==> src/rtl/vga_sprite_renderer_if.sv <==
// Upstream video timing, buttons and the rendered output of vga_sprite_renderer.
interface vga_sprite_renderer_if;
  logic        h_sync_in, v_sync_in;
  logic [15:0] x_in, y_in;
  logic        end_of_line, end_of_frame;
  logic        btn_up, btn_down, btn_left, btn_right;
  logic        h_sync, v_sync;
  logic [11:0] rgb;
  logic [15:0] box_x, box_y;

  modport master (
    output h_sync_in, v_sync_in, x_in, y_in, end_of_line, end_of_frame,
           btn_up, btn_down, btn_left, btn_right,
    input  h_sync, v_sync, rgb, box_x, box_y
  );
  modport slave (
    input  h_sync_in, v_sync_in, x_in, y_in, end_of_line, end_of_frame,
           btn_up, btn_down, btn_left, btn_right,
    output h_sync, v_sync, rgb, box_x, box_y
  );
endinterface

==> src/rtl/vga_sprite_renderer.sv <==
// Overlays a button-driven square sprite on an upstream VGA stream, 2-clock latency.
// Define COLOR_BARS_EN to draw 8 vertical colour bars behind the sprite.
module vga_sprite_renderer #(
  parameter int          H_PW      = 96,
  parameter int          H_BP      = 48,
  parameter int          H_DISP    = 640,
  parameter int          V_PW      = 2,
  parameter int          V_BP      = 29,
  parameter int          V_DISP    = 480,
  parameter int          BOX_SIZE  = 32,
  parameter int          STEP      = 4,
  parameter logic [11:0] BOX_COLOR = 12'hF80
) (
  input  logic                  clk,
  input  logic                  rst_n,
  vga_sprite_renderer_if.slave  bus
);
  localparam logic [15:0]        H_START = 16'(H_PW + H_BP);
  localparam logic [15:0]        H_END   = 16'(H_PW + H_BP + H_DISP);
  localparam logic [15:0]        V_START = 16'(V_PW + V_BP);
  localparam logic [15:0]        V_END   = 16'(V_PW + V_BP + V_DISP);
  localparam logic [15:0]        BOX_X0  = 16'((H_DISP - BOX_SIZE) / 2);
  localparam logic [15:0]        BOX_Y0  = 16'((V_DISP - BOX_SIZE) / 2);
  localparam logic signed [16:0] STEP_S  = 17'(STEP);
  localparam logic signed [16:0] X_MAX   = 17'(H_DISP - BOX_SIZE);
  localparam logic signed [16:0] Y_MAX   = 17'(V_DISP - BOX_SIZE);

  logic [15:0] h_pos_q, h_pos_d, v_pos_q, v_pos_d;
  logic        locked_q, locked_d, active_d;
  logic [15:0] x_s1_q, y_s1_q;
  logic        act_s1_q, hs_s1_q, vs_s1_q;
  logic [11:0] rgb_q, rgb_d, bg;
  logic        hs_q, vs_q;
  logic [3:0]  btn_meta_q, btn_s_q;   // {up, down, left, right}
  logic [15:0] box_x_q, box_x_d, box_y_q, box_y_d;
  logic signed [16:0] dx, dy, nx, ny;
  logic        frame_end, in_box;

  assign frame_end = bus.end_of_line & bus.end_of_frame;

  always_comb begin
    h_pos_d  = bus.end_of_line ? 16'd0 : h_pos_q + 16'd1;
    v_pos_d  = v_pos_q;
    if (bus.end_of_line) v_pos_d = bus.end_of_frame ? 16'd0 : v_pos_q + 16'd1;
    // Output stays dark until the first frame boundary aligns our counters.
    locked_d = locked_q | frame_end;
    active_d = locked_q && (h_pos_q >= H_START) && (h_pos_q < H_END) &&
               (v_pos_q >= V_START) && (v_pos_q < V_END);
  end

  // 17-bit signed step so a move below zero is seen and clamped, never wrapped.
  always_comb begin
    dx = '0;
    dy = '0;
    if (btn_s_q[0] && !btn_s_q[1])      dx = STEP_S;
    else if (btn_s_q[1] && !btn_s_q[0]) dx = -STEP_S;
    if (btn_s_q[2] && !btn_s_q[3])      dy = STEP_S;
    else if (btn_s_q[3] && !btn_s_q[2]) dy = -STEP_S;
    nx = $signed({1'b0, box_x_q}) + dx;
    ny = $signed({1'b0, box_y_q}) + dy;
    if (nx < 0)          nx = '0;
    else if (nx > X_MAX) nx = X_MAX;
    if (ny < 0)          ny = '0;
    else if (ny > Y_MAX) ny = Y_MAX;
    box_x_d = frame_end ? 16'(nx) : box_x_q;
    box_y_d = frame_end ? 16'(ny) : box_y_q;
  end

  always_comb begin
    in_box = (x_s1_q >= box_x_q) && (17'(x_s1_q) < 17'(box_x_q) + 17'(BOX_SIZE)) &&
             (y_s1_q >= box_y_q) && (17'(y_s1_q) < 17'(box_y_q) + 17'(BOX_SIZE));
`ifdef COLOR_BARS_EN
    case (x_s1_q / 16'd80)
      16'd0:   bg = 12'hFFF;
      16'd1:   bg = 12'hFF0;
      16'd2:   bg = 12'h0FF;
      16'd3:   bg = 12'h0F0;
      16'd4:   bg = 12'hF0F;
      16'd5:   bg = 12'hF00;
      16'd6:   bg = 12'h00F;
      default: bg = 12'h000;
    endcase
`else
    bg = 12'h000;
`endif
    rgb_d = !act_s1_q ? 12'h000 : (in_box ? BOX_COLOR : bg);
  end

  always_ff @(posedge clk or negedge rst_n) begin
    if (!rst_n) begin
      h_pos_q    <= '0;
      v_pos_q    <= '0;
      locked_q   <= 1'b0;
      x_s1_q     <= '0;
      y_s1_q     <= '0;
      act_s1_q   <= 1'b0;
      hs_s1_q    <= 1'b1;
      vs_s1_q    <= 1'b1;
      rgb_q      <= '0;
      hs_q       <= 1'b1;
      vs_q       <= 1'b1;
      btn_meta_q <= '0;
      btn_s_q    <= '0;
      box_x_q    <= BOX_X0;
      box_y_q    <= BOX_Y0;
    end else begin
      h_pos_q    <= h_pos_d;
      v_pos_q    <= v_pos_d;
      locked_q   <= locked_d;
      x_s1_q     <= bus.x_in;
      y_s1_q     <= bus.y_in;
      act_s1_q   <= active_d;
      hs_s1_q    <= bus.h_sync_in;
      vs_s1_q    <= bus.v_sync_in;
      rgb_q      <= rgb_d;
      hs_q       <= hs_s1_q;
      vs_q       <= vs_s1_q;
      btn_meta_q <= {bus.btn_up, bus.btn_down, bus.btn_left, bus.btn_right};
      btn_s_q    <= btn_meta_q;
      box_x_q    <= box_x_d;
      box_y_q    <= box_y_d;
    end
  end

  assign bus.h_sync = hs_q;
  assign bus.v_sync = vs_q;
  assign bus.rgb    = rgb_q;
  assign bus.box_x  = box_x_q;
  assign bus.box_y  = box_y_q;
endmodule

==> src/flat_wrapper.sv <==
// flat-port wrapper written by rule: the top's interface ports become plain ports
module vga_sprite_renderer_flat 
#(
  parameter int          H_PW      = 96,
  parameter int          H_BP      = 48,
  parameter int          H_DISP    = 640,
  parameter int          V_PW      = 2,
  parameter int          V_BP      = 29,
  parameter int          V_DISP    = 480,
  parameter int          BOX_SIZE  = 32,
  parameter int          STEP      = 4,
  parameter logic [11:0] BOX_COLOR = 12'hF80
)
  (clk, rst_n, bus_h_sync_in, bus_v_sync_in, bus_x_in, bus_y_in, bus_end_of_line, bus_end_of_frame, bus_btn_up, bus_btn_down, bus_btn_left, bus_btn_right, bus_h_sync, bus_v_sync, bus_rgb, bus_box_x, bus_box_y);
  vga_sprite_renderer_if bus_i ();
  input  logic clk;
  input  logic rst_n;
  input wire logic [$bits(bus_i.h_sync_in)-1:0] bus_h_sync_in;
  input wire logic [$bits(bus_i.v_sync_in)-1:0] bus_v_sync_in;
  input wire logic [$bits(bus_i.x_in)-1:0] bus_x_in;
  input wire logic [$bits(bus_i.y_in)-1:0] bus_y_in;
  input wire logic [$bits(bus_i.end_of_line)-1:0] bus_end_of_line;
  input wire logic [$bits(bus_i.end_of_frame)-1:0] bus_end_of_frame;
  input wire logic [$bits(bus_i.btn_up)-1:0] bus_btn_up;
  input wire logic [$bits(bus_i.btn_down)-1:0] bus_btn_down;
  input wire logic [$bits(bus_i.btn_left)-1:0] bus_btn_left;
  input wire logic [$bits(bus_i.btn_right)-1:0] bus_btn_right;
  output wire logic [$bits(bus_i.h_sync)-1:0] bus_h_sync;
  output wire logic [$bits(bus_i.v_sync)-1:0] bus_v_sync;
  output wire logic [$bits(bus_i.rgb)-1:0] bus_rgb;
  output wire logic [$bits(bus_i.box_x)-1:0] bus_box_x;
  output wire logic [$bits(bus_i.box_y)-1:0] bus_box_y;
  assign bus_i.h_sync_in = bus_h_sync_in;
  assign bus_i.v_sync_in = bus_v_sync_in;
  assign bus_i.x_in = bus_x_in;
  assign bus_i.y_in = bus_y_in;
  assign bus_i.end_of_line = bus_end_of_line;
  assign bus_i.end_of_frame = bus_end_of_frame;
  assign bus_i.btn_up = bus_btn_up;
  assign bus_i.btn_down = bus_btn_down;
  assign bus_i.btn_left = bus_btn_left;
  assign bus_i.btn_right = bus_btn_right;
  assign bus_h_sync = bus_i.h_sync;
  assign bus_v_sync = bus_i.v_sync;
  assign bus_rgb = bus_i.rgb;
  assign bus_box_x = bus_i.box_x;
  assign bus_box_y = bus_i.box_y;
  vga_sprite_renderer #(.H_PW(H_PW), .H_BP(H_BP), .H_DISP(H_DISP), .V_PW(V_PW), .V_BP(V_BP), .V_DISP(V_DISP), .BOX_SIZE(BOX_SIZE), .STEP(STEP), .BOX_COLOR(BOX_COLOR)) u_core (.clk(clk), .rst_n(rst_n), .bus(bus_i));
endmodule
==> config.mk <==
export PLATFORM = sky130hd
export DESIGN_NAME = vga_sprite_renderer_flat
export DESIGN_NICKNAME = d
export VERILOG_FILES = /design/src/rtl/vga_sprite_renderer_if.sv /design/src/rtl/vga_sprite_renderer.sv /design/src/flat_wrapper.sv
export SDC_FILE = /design/constraint.sdc
export NUM_CORES = 1
export LEC_CHECK = 0
export BUFFER_PORTS_ARGS = -buffer_cell sky130_fd_sc_hd__buf_2
export CAP_MARGIN = 20
export CORE_MARGIN = 2
export CORE_UTILIZATION = 42
export DETAILED_ROUTE_END_ITERATION = 12
export HOLD_SLACK_MARGIN = 0.15
export PLACE_DENSITY = 0.63
export SLEW_MARGIN = 0
export SYNTH_ARGS = -nofsm -noshare
export SYNTH_HDL_FRONTEND = slang
export SYNTH_SLANG_ARGS = --single-unit
==> constraint.sdc <==
create_clock -name clk -period 4.3 [get_ports clk]
set_clock_uncertainty 0.05 [all_clocks]
set_input_delay 0.645 -clock clk [delete_from_list [all_inputs] [get_ports clk]]
set_output_delay 0.645 -clock clk [all_outputs]
set_load 0.01 [all_outputs]
=== Word-level counts from Yosys, hierarchy flattened ===
Cells that the tools add are included.

* Register bits after elaboration: 122
* Input bits: 42
* Output and inout bits: 46

* Add/subtract/negate cells: 6
* $lt $le $gt $ge: 12
* Multiplexer cells: 12
* Bitwise operators: 2
* Reductions and logical operators: 15

{| class="wikitable"
|+ Operators by type and width
! kind !! count
|-
| $mux W16 || 6
|-
| $mux W17 || 4
|-
| $add A16 B6 Y17 const B || 2
|-
| $add A17 B17 Y17 || 2
|-
| $lt A16 B17 Y1 || 2
|-
| $lt A17 B1 Y1 const B || 2
|-
| $add A16 B1 Y16 const B || 2
|-
| $ge A16 B16 Y1 || 2
|-
| $mux W12 || 2
|-
| $gt A17 B10 Y1 const B || 1
|-
| $gt A17 B11 Y1 const B || 1
|-
| $ge A16 B5 Y1 const B || 1
|-
| $ge A16 B8 Y1 const B || 1
|-
| $lt A16 B10 Y1 const B || 1
|-
| $lt A16 B9 Y1 const B || 1
|-
| $logic_and A1 B1 Y1 || 11
|-
| $logic_not A1 Y1 || 4
|-
| $and A1 B1 Y1 || 1
|-
| $or A1 B1 Y1 || 1
|}

=== Logic depth before layout (Yosys ltp) ===
Gate-level depths: netlist (run 1).

* Word-level depth: 8
* Depth in mapped cells: 14
* Depth with buffers taken out: 13

=== Worst setup path after synthesis (run 1) ===
OpenSTA, ideal clock, no wires.

* Path kind: register -> register
* Start: register u_core.btn_s_q[3]
* End: register u_core.box_y_q[5], in the netlist u_core.bus.box_y[5]
* Arrival time: 3.278 ns
* Required time: 4.190 ns
* Slack: 0.912 ns
* Cell stages (with the launch flop): 12
* Period minus slack after synthesis: 3.388 ns
* Cells stage by stage: dfrtp_1 -> ha_1 -> inv_1 -> ha_1 -> fa_1 -> a41o_1 -> o2111a_1 -> or4_1 -> and4_4 -> or3_1 -> a2111oi_2 -> a21o_1

* Word-level cells in the longest chain between the ends: 7
* Elaborated cells on any way between the ends: 10
* Classes of those cells: 1 x add/sub; 2 x order compare; 4 x mux; 3 x reduce/logical

{| class="wikitable"
|+ RTL lines
! item !! line !! text
|-
| start, declared || vga_sprite_renderer.sv:34 || <nowiki>logic [3:0] btn_meta_q, btn_s_q;</nowiki>
|-
| start signal, assigned || vga_sprite_renderer.sv:119 || <nowiki>btn_s_q <= btn_meta_q;</nowiki>
|-
| $logic_and A1 B1 Y1 or $logic_not A1 Y1 (tied branches) || vga_sprite_renderer.sv:58, vga_sprite_renderer.sv:57 ||
|-
| $mux W17 or $logic_and A1 B1 Y1 (tied branches) || vga_sprite_renderer.sv:58, vga_sprite_renderer.sv:57 ||
|-
| $mux W17 (*) || vga_sprite_renderer.sv:57 || <nowiki>if (btn_s_q[2] && !btn_s_q[3]) dy = STEP_S;</nowiki>
|-
| $add A17 B17 Y17 (*) || vga_sprite_renderer.sv:60 || <nowiki>ny = $signed({1'b0, box_y_q}) + dy;</nowiki>
|-
| $gt A17 B10 Y1 || vga_sprite_renderer.sv:64 || <nowiki>else if (ny > Y_MAX) ny = Y_MAX;</nowiki>
|-
| $mux W16 || vga_sprite_renderer.sv:64 ||
|-
| $mux W16 (*) || vga_sprite_renderer.sv:63 || <nowiki>if (ny < 0) ny = '0;</nowiki>
|-
| end signal, assigned || vga_sprite_renderer.sv:121 || <nowiki>box_y_q <= box_y_d;</nowiki>
|-
| end, declared || vga_sprite_renderer.sv:35 || <nowiki>logic [15:0] box_x_q, box_x_d, box_y_q, box_y_d;</nowiki>
|}

Mark *: on every way between the ends. The rest lies on a longest branch, timed or not.
A chain may end at the register's enable or synchronous reset.

=== Final worst setup path (run 1) ===
* Start: register u_core.btn_s_q[1]
* End: register u_core.box_x_q[7], in the netlist u_core.bus.box_x[7]

* Word-level cells in the longest chain between the ends: 7
* Elaborated cells on any way between the ends: 10
* Classes of those cells: 1 x add/sub; 2 x order compare; 4 x mux; 3 x reduce/logical

{| class="wikitable"
|+ RTL lines
! item !! line !! text
|-
| $logic_and A1 B1 Y1 or $logic_not A1 Y1 (tied branches) || vga_sprite_renderer.sv:56, vga_sprite_renderer.sv:55 ||
|-
| $mux W17 or $logic_and A1 B1 Y1 (tied branches) || vga_sprite_renderer.sv:56, vga_sprite_renderer.sv:55 ||
|-
| $mux W17 (*) || vga_sprite_renderer.sv:55 || <nowiki>if (btn_s_q[0] && !btn_s_q[1]) dx = STEP_S;</nowiki>
|-
| $add A17 B17 Y17 (*) || vga_sprite_renderer.sv:59 || <nowiki>nx = $signed({1'b0, box_x_q}) + dx;</nowiki>
|-
| $gt A17 B11 Y1 || vga_sprite_renderer.sv:62 || <nowiki>else if (nx > X_MAX) nx = X_MAX;</nowiki>
|-
| $mux W16 || vga_sprite_renderer.sv:62 ||
|-
| $mux W16 (*) || vga_sprite_renderer.sv:61 || <nowiki>if (nx < 0) nx = '0;</nowiki>
|-
| end signal, assigned || vga_sprite_renderer.sv:120 || <nowiki>box_x_q <= box_x_d;</nowiki>
|-
| end, declared || vga_sprite_renderer.sv:35 ||
|}

Marks and branches as above.

==> qor.csv, run 1 <==
metric,value,unit
initialDrtViolationCount,411,
multi_input_area,4520,um2
vias_per_cell,5.73,
ios,88,
yosys_warnings,0,
synth_top_cell_area_share,0.308,
drive_above_1_share,0.151,
grt-ovfl-total,0,
areaGrowthSynthToFinish,10.3,%
ir_drop,199,uV
track_usage,0.193,
cp_data_arrival_time,4010,ps
rsz0062_at_grt,no,
rows,49,
post-route-drc-count,0,
finalCriticalPeriod,3780,ps
nFillCells,1758,
final_core_util,0.469,
synth-edff-count,0,
cts_tree,built,
ant_nets,0,
setup-violations-final,0,
cts_hold_buffers,0,
nNetsFinal,987,
synthTopCellsByCount,"dfrtp_1 (93), nor2_1 (67), ha_1 (63)",
synth_ff_type,dfrtp_1,
die-area,19100,um2
htree_num_levels,3,
synth.most_common_cell,dfrtp_1,
drt_first_pass_iters,4,
vias,6384,
p_leak,3.62,nW
p_switching,0.845,mW
synth_area,7560,um2
crit_required,4530,ps
cp-end-kind,flip-flop,
coreArea,17800,um2
synthCells,832,
antenna_found_initial,0,
grt_pass1_vias,5968,
clk_pin_slew,80,ps
ys_ff_latch,103,
max_freq,265,MHz
grt_max_degree,47,
insertion_delay,350,ps
hpwlAfterDp,13.0,mm
clockRootBuffer,clkbuf_16,
timing.max_cap.violations,0,
cp_max_fo,5,
p_comb_frac,0.242,
relSlewSlack,0.553,
seq_power_share,0.441,
cts_buffers,9,
drt_wl_total,17.9,mm
yosysSeqAreaShare,0.343,
ys_top_cells_by_area,"dfrtp_1 (31%), ha_1 (10%), xnor2_1 (4.8%), dfstp_2 (3.5%), nor2_1 (3.3%)",
yosysUniqueCellTypes,87,
diodes,0,
sw_frac_of_total,0.327,
status,finished clean,
wire_per_inst,16.1,um
power_density,310,nW/um2
gp_congestion,0.885,
seqCellArea,2590,um2
p_int,1.74,mW
die_w,138,um
criticalPathCategory,flip-flop to flip-flop,
synth_top_area_cell,dfrtp_1,
cts_sinks,103,
fin_setup_tns,0,ps
clk_path_buf_depth,2,
io_buffers,72,
drv_slew,0,
initial_core_util,0.425,
async_flop_share,1.00,
post-route-period-util,0.879,
tightest_slew,670,ps
clkPwrFrac,0.317,
postCtsSetupBuffers,0,
hold_violations,0,
hold_class,input port to asynchronous set/reset pin,
start_kind,flip-flop,
die_h,138,um
grt_pass1_wl,30.8,mm
ctsResizeCount,0,
syn_area_per_cell,9.08,um2
==> final cells by class <==
| cell class | instances | share of cell area |
|---|---|---|
| repair buffers | 85 | 0.0553 |
| inverters | 47 | 0.0212 |
| clock buffers | 11 | 0.0303 |
| multi-input cells | 634 | 0.543 |
| flip-flops and latches | 103 | 0.311 |
| clock inverters | 5 | 0.00541 |
| well taps | 229 | 0.0344 |
==> power by group through the flow <==
stage               logic (mW)  clock network [mW]  registers [mW]
floorplan                0.486                   0            1.11
global placement         0.614                   0            1.16
detailed placement       0.621                   0            1.16
CTS                      0.628               0.848            1.14
global route             0.712               0.881            1.16
finish                   0.625               0.819            1.14
==> routing by layer <==
metal / global-route usage / wire (um)
met1: 0.299 / 9310
met2: 0.287 / 7740
met3: 0.0301 / 745
met4: 0.0376 / 131
met5: 0 / 0
==> registers in the layout (all words and copies together) (netlist names) <==
signal	flops
u_core.y_s1_q	14
u_core.bus.box_x	14
u_core.hs_s1_q	1
u_core.btn_s_q	4
u_core.x_s1_q	14
u_core.vs_s1_q	1
u_core.bus.box_y	14
u_core.locked_q	1
u_core.btn_meta_q	4
u_core.bus.v_sync	1
u_core.bus.h_sync	1
u_core.bus.rgb	1
u_core.act_s1_q	1
u_core.h_pos_q	16
u_core.v_pos_q	16
==> metrics by stage <==
stage	worst slack, ps	instances	total power [mW]	hold WS, ps	instance area (um2)
after floorplan	912	842	1.59	281	7590
after global placement	683	1098	1.77	284	8030
after detailed placement	579	1098	1.78	286	8030
after CTS	540	1114	2.61	264	8330
after global routing	186	1114	2.75	290	8330
final	520	1114	2.58	244	8330
==> worst max-delay path: stages, from the launching register on <==
cell and delay [ps]:
dfrtp_1 390, ha_1 280, inv_1 40, ha_1 210
fa_1 470, and4bb_2 290, a211oi_1 440, o211ai_1 210
a21oi_1 250, o21ai_0 230, nor4b_2 580, o211ai_1 160
o21ai_0 100
==> logic make-up (layout without fill, tap and decap cells) <==
family | Yosys count | count (layout) | synth area share
fa+ha+maj | 65 | 65 | 0.110
compound gates | 209 | 209 | 0.200
mux | 10 | 10 | 0.0137
xor+xnor | 62 | 62 | 0.0737
other cells | 1 | 11 | 0.000496
simple gates | 277 | 277 | 0.196
buf+inv | 105 | 148 | 0.0641
flops | 103 | 103 | 0.343
==> cell usage in the layout (no fill, tap or decap), drive strengths merged, types with 12 or more instances in the layout <==
master / count
nand4: 12
nand2: 42
buf: 85
nor3: 25
dfrtp: 93
inv: 47
nor2: 67
ha: 63
nand3: 29
xor2: 20
o22ai: 13
a21oi: 29
xnor2: 41
o21ai: 48
o21a: 13
nor4: 19
or3: 12
==> worst paths after layout <==
| check | startpoint | endpoint | slack [ps] | cells past startpoint |
|---|---|---|---|---|
| max reg2reg | u_core.btn_s_q[1]$_DFF_PN0_ | u_core.bus.box_x[7]$_DFFE_PN0P_ | 520 | 12 |
| max | u_core.btn_s_q[1]$_DFF_PN0_ | u_core.bus.box_x[7]$_DFFE_PN0P_ | 520 | 12 |
| min | rst_n | u_core.h_pos_q[3]$_DFF_PN0_ | 240 | 1 |
| min reg2reg | u_core.btn_meta_q[0]$_DFF_PN0_ | u_core.btn_s_q[0]$_DFF_PN0_ | 300 | 0 |
| min in group clk | u_core.btn_meta_q[0]$_DFF_PN0_ | u_core.btn_s_q[0]$_DFF_PN0_ | 300 | 0 |
| max in group asynchronous | rst_n | u_core.bus.box_y[7]$_DFFE_PN1P_ | 3090 | 2 |
Power figures use the tool's default switching activity.
==> inputs of run 2 (changes only) <==
Settings changed: CORE_UTILIZATION 42 to 60, MAX_ROUTING_LAYER set to met4, PLACE_DENSITY 0.63 to 0.84.
==> qor.csv, run 2 (synthesized netlist as in run 1, its figures left out) <==
metric,value,unit,change
status,finished clean,,unchanged
insertion_delay,360,ps,was 350 ps
reg_top3,"u_core.h_pos_q (16), u_core.v_pos_q (16)",,unchanged
power_density,313,nW/um2,was 310 nW/um2
vias_per_cell,6.17,,was 5.73
drt_wl_total,17.5,mm,was 17.9 mm
coreArea,12200,um2,was 17800 um2
nNetsFinal,985,,was 987
antenna_found_initial,0,,unchanged
cp_max_fo,24,,was 5
cts_sinks,103,,unchanged
setup-violations-final,0,,unchanged
rsz0062_at_grt,no,,unchanged
r2r-end,u_core.bus.box_y[8]$_DFFE_PN0P_,,was u_core.bus.box_x[7]$_DFFE_PN0P_
drt-met1-wl,8.14,mm,was 9.31 mm
p_leak,3.61,nW,was 3.62 nW
vias,6487,,was 6384
place_ws,500,ps,was 579 ps
ctsResizeCount,0,,unchanged
io_buffers,72,,unchanged
timing.max_cap.violations,0,,unchanged
drive_above_1_share,0.148,,was 0.151
final_common_cell,dfrtp_1,,unchanged
post-route-drc-count,0,,unchanged
ir_drop,307,uV,was 199 uV
wire_per_inst,16.6,um,was 16.1 um
areaGrowthSynthToFinish,8.96,%,was 10.3%
drt_first_pass_iters,5,,was 4
htree_num_levels,3,,unchanged
final_cell_mix,"dfrtp_1 (93), buf_2 (71), nor2_1 (67)",,unchanged
track_usage,0.275,,was 0.193
rrSetupSlack,420,ps,was 520 ps
drv_slew,0,,unchanged
relSlewSlack,0.385,,was 0.553
hold_violations,0,,unchanged
grt_pass1_vias,6014,,was 5968
wl_met3,1.22,mm,was 745 um
wl_met2,7.90,mm,was 7.74 mm
clk_path_buf_depth,2,,unchanged
top_layer_used,met4,,unchanged
diodes,0,,unchanged
cts_buffers,9,,unchanged
crit_required,4460,ps,was 4530 ps
grt_max_degree,50,,was 47
cts_tree,built,,unchanged
tightest_slew,922,ps,was 670 ps
cp-end-kind,flip-flop,,unchanged
cts_hold_buffers,0,,unchanged
criticalPathCategory,flip-flop to flip-flop,,unchanged
finalCriticalPeriod,3880,ps,was 3780 ps
initial_core_util,0.621,,was 0.425
fin_setup_tns,0,ps,unchanged
post-route-period-util,0.902,,was 0.879
postCtsSetupBuffers,0,,unchanged
cp_data_arrival_time,4040,ps,was 4010 ps
rows,40,,was 49
hpwlAfterDp,12.7,mm,was 13.0 mm
die_h,116,um,was 138 um
initialDrtViolationCount,462,,was 411
regToRegStartpoint,u_core.btn_s_q[2]$_DFF_PN0_,,was u_core.btn_s_q[1]$_DFF_PN0_
die-area,13500,um2,was 19100 um2
start_kind,flip-flop,,unchanged
max_freq,258,MHz,was 265 MHz
setup_ws,422,ps,was 520 ps
clockRootBuffer,clkbuf_16,,unchanged
clk_pin_slew,70,ps,was 80 ps
ant_nets,0,,unchanged
worstRegToRegCells,10,,was 12
grt_pass1_wl,28.7,mm,was 30.8 mm
hold_class,input port to asynchronous set/reset pin,,unchanged
die_w,116,um,was 138 um
grt-ovfl-total,0,,unchanged
gp_congestion,0.940,,was 0.885
ios,88,,unchanged
run 2: cell types whose count changed in the layout (fill, tap and decap cells not counted), sizes merged:
cell / change
buf: -2
clkinvlp: -1
inv: +1
run 2: area by class of cell:
type                            instances  area [um2]
Sequential cell                       103        2590
Inverter                               47         176
Multi-Input combinational cell        634        4520
Clock buffer                           11         243
Fill cell                            1026        3930
Tap cell                              168         210
Clock inverter                          5        48.8
Timing Repair Buffer                   83         445
run 2: critical path: stages, from the launching register on:
cell       delay (ps)
dfrtp_1           370
inv_1              80
ha_1              770
nor3b_1           470
a32oi_4           120
mux2i_1           160
or4_4             500
or4_4             450
a2111oi_4         480
and3_1            210
o22ai_1            60
run 2: power by group:
part,internal [mW],leakage (nW),total (mW),switching (mW)
Sequential,1.03,1.30,1.14,0.108
Clock,0.422,0.145,0.811,0.389
Combinational,0.274,2.16,0.630,0.356
run 2: routing by layer:
metal / GRT usage / vias up
met3: 0.0628 / 21
li1: - / 3136
met4: 0.0667 / 0
met2: 0.406 / 226
met5: - / -
met1: 0.387 / 3104
run 2: worst max-delay path by stage:
| stage | depth (start not counted) | slack [ps] | from | to |
|---|---|---|---|---|
| floorplan | 11 | 910 | u_core.btn_s_q[3]$_DFF_PN0_ | u_core.bus.box_y[5]$_DFFE_PN1P_ |
| global placement | 10 | 560 | u_core.btn_s_q[2]$_DFF_PN0_ | u_core.bus.box_y[8]$_DFFE_PN0P_ |
| detailed placement | 10 | 500 | u_core.btn_s_q[2]$_DFF_PN0_ | u_core.bus.box_y[8]$_DFFE_PN0P_ |
| CTS | 10 | 480 | u_core.btn_s_q[2]$_DFF_PN0_ | u_core.bus.box_y[8]$_DFFE_PN0P_ |
| global route | 13 | 160 | u_core.btn_s_q[0]$_DFF_PN0_ | u_core.bus.box_x[7]$_DFFE_PN0P_ |
| finish | 10 | 420 | u_core.btn_s_q[2]$_DFF_PN0_ | u_core.bus.box_y[8]$_DFFE_PN0P_ |
run 2: through the flow:
stage	hold slack, ps	power [mW]	util	cells	cell area, um2
2_1_floorplan	281	1.59	-	842	7590
3_3_place_gp	282	1.75	0.653	1035	7940
3_5_place_dp	286	1.78	0.653	1035	7940
4_1_cts	261	2.59	0.677	1051	8230
5_1_grt	288	2.72	0.677	1051	8230
6_report	242	2.58	0.677	1051	8230
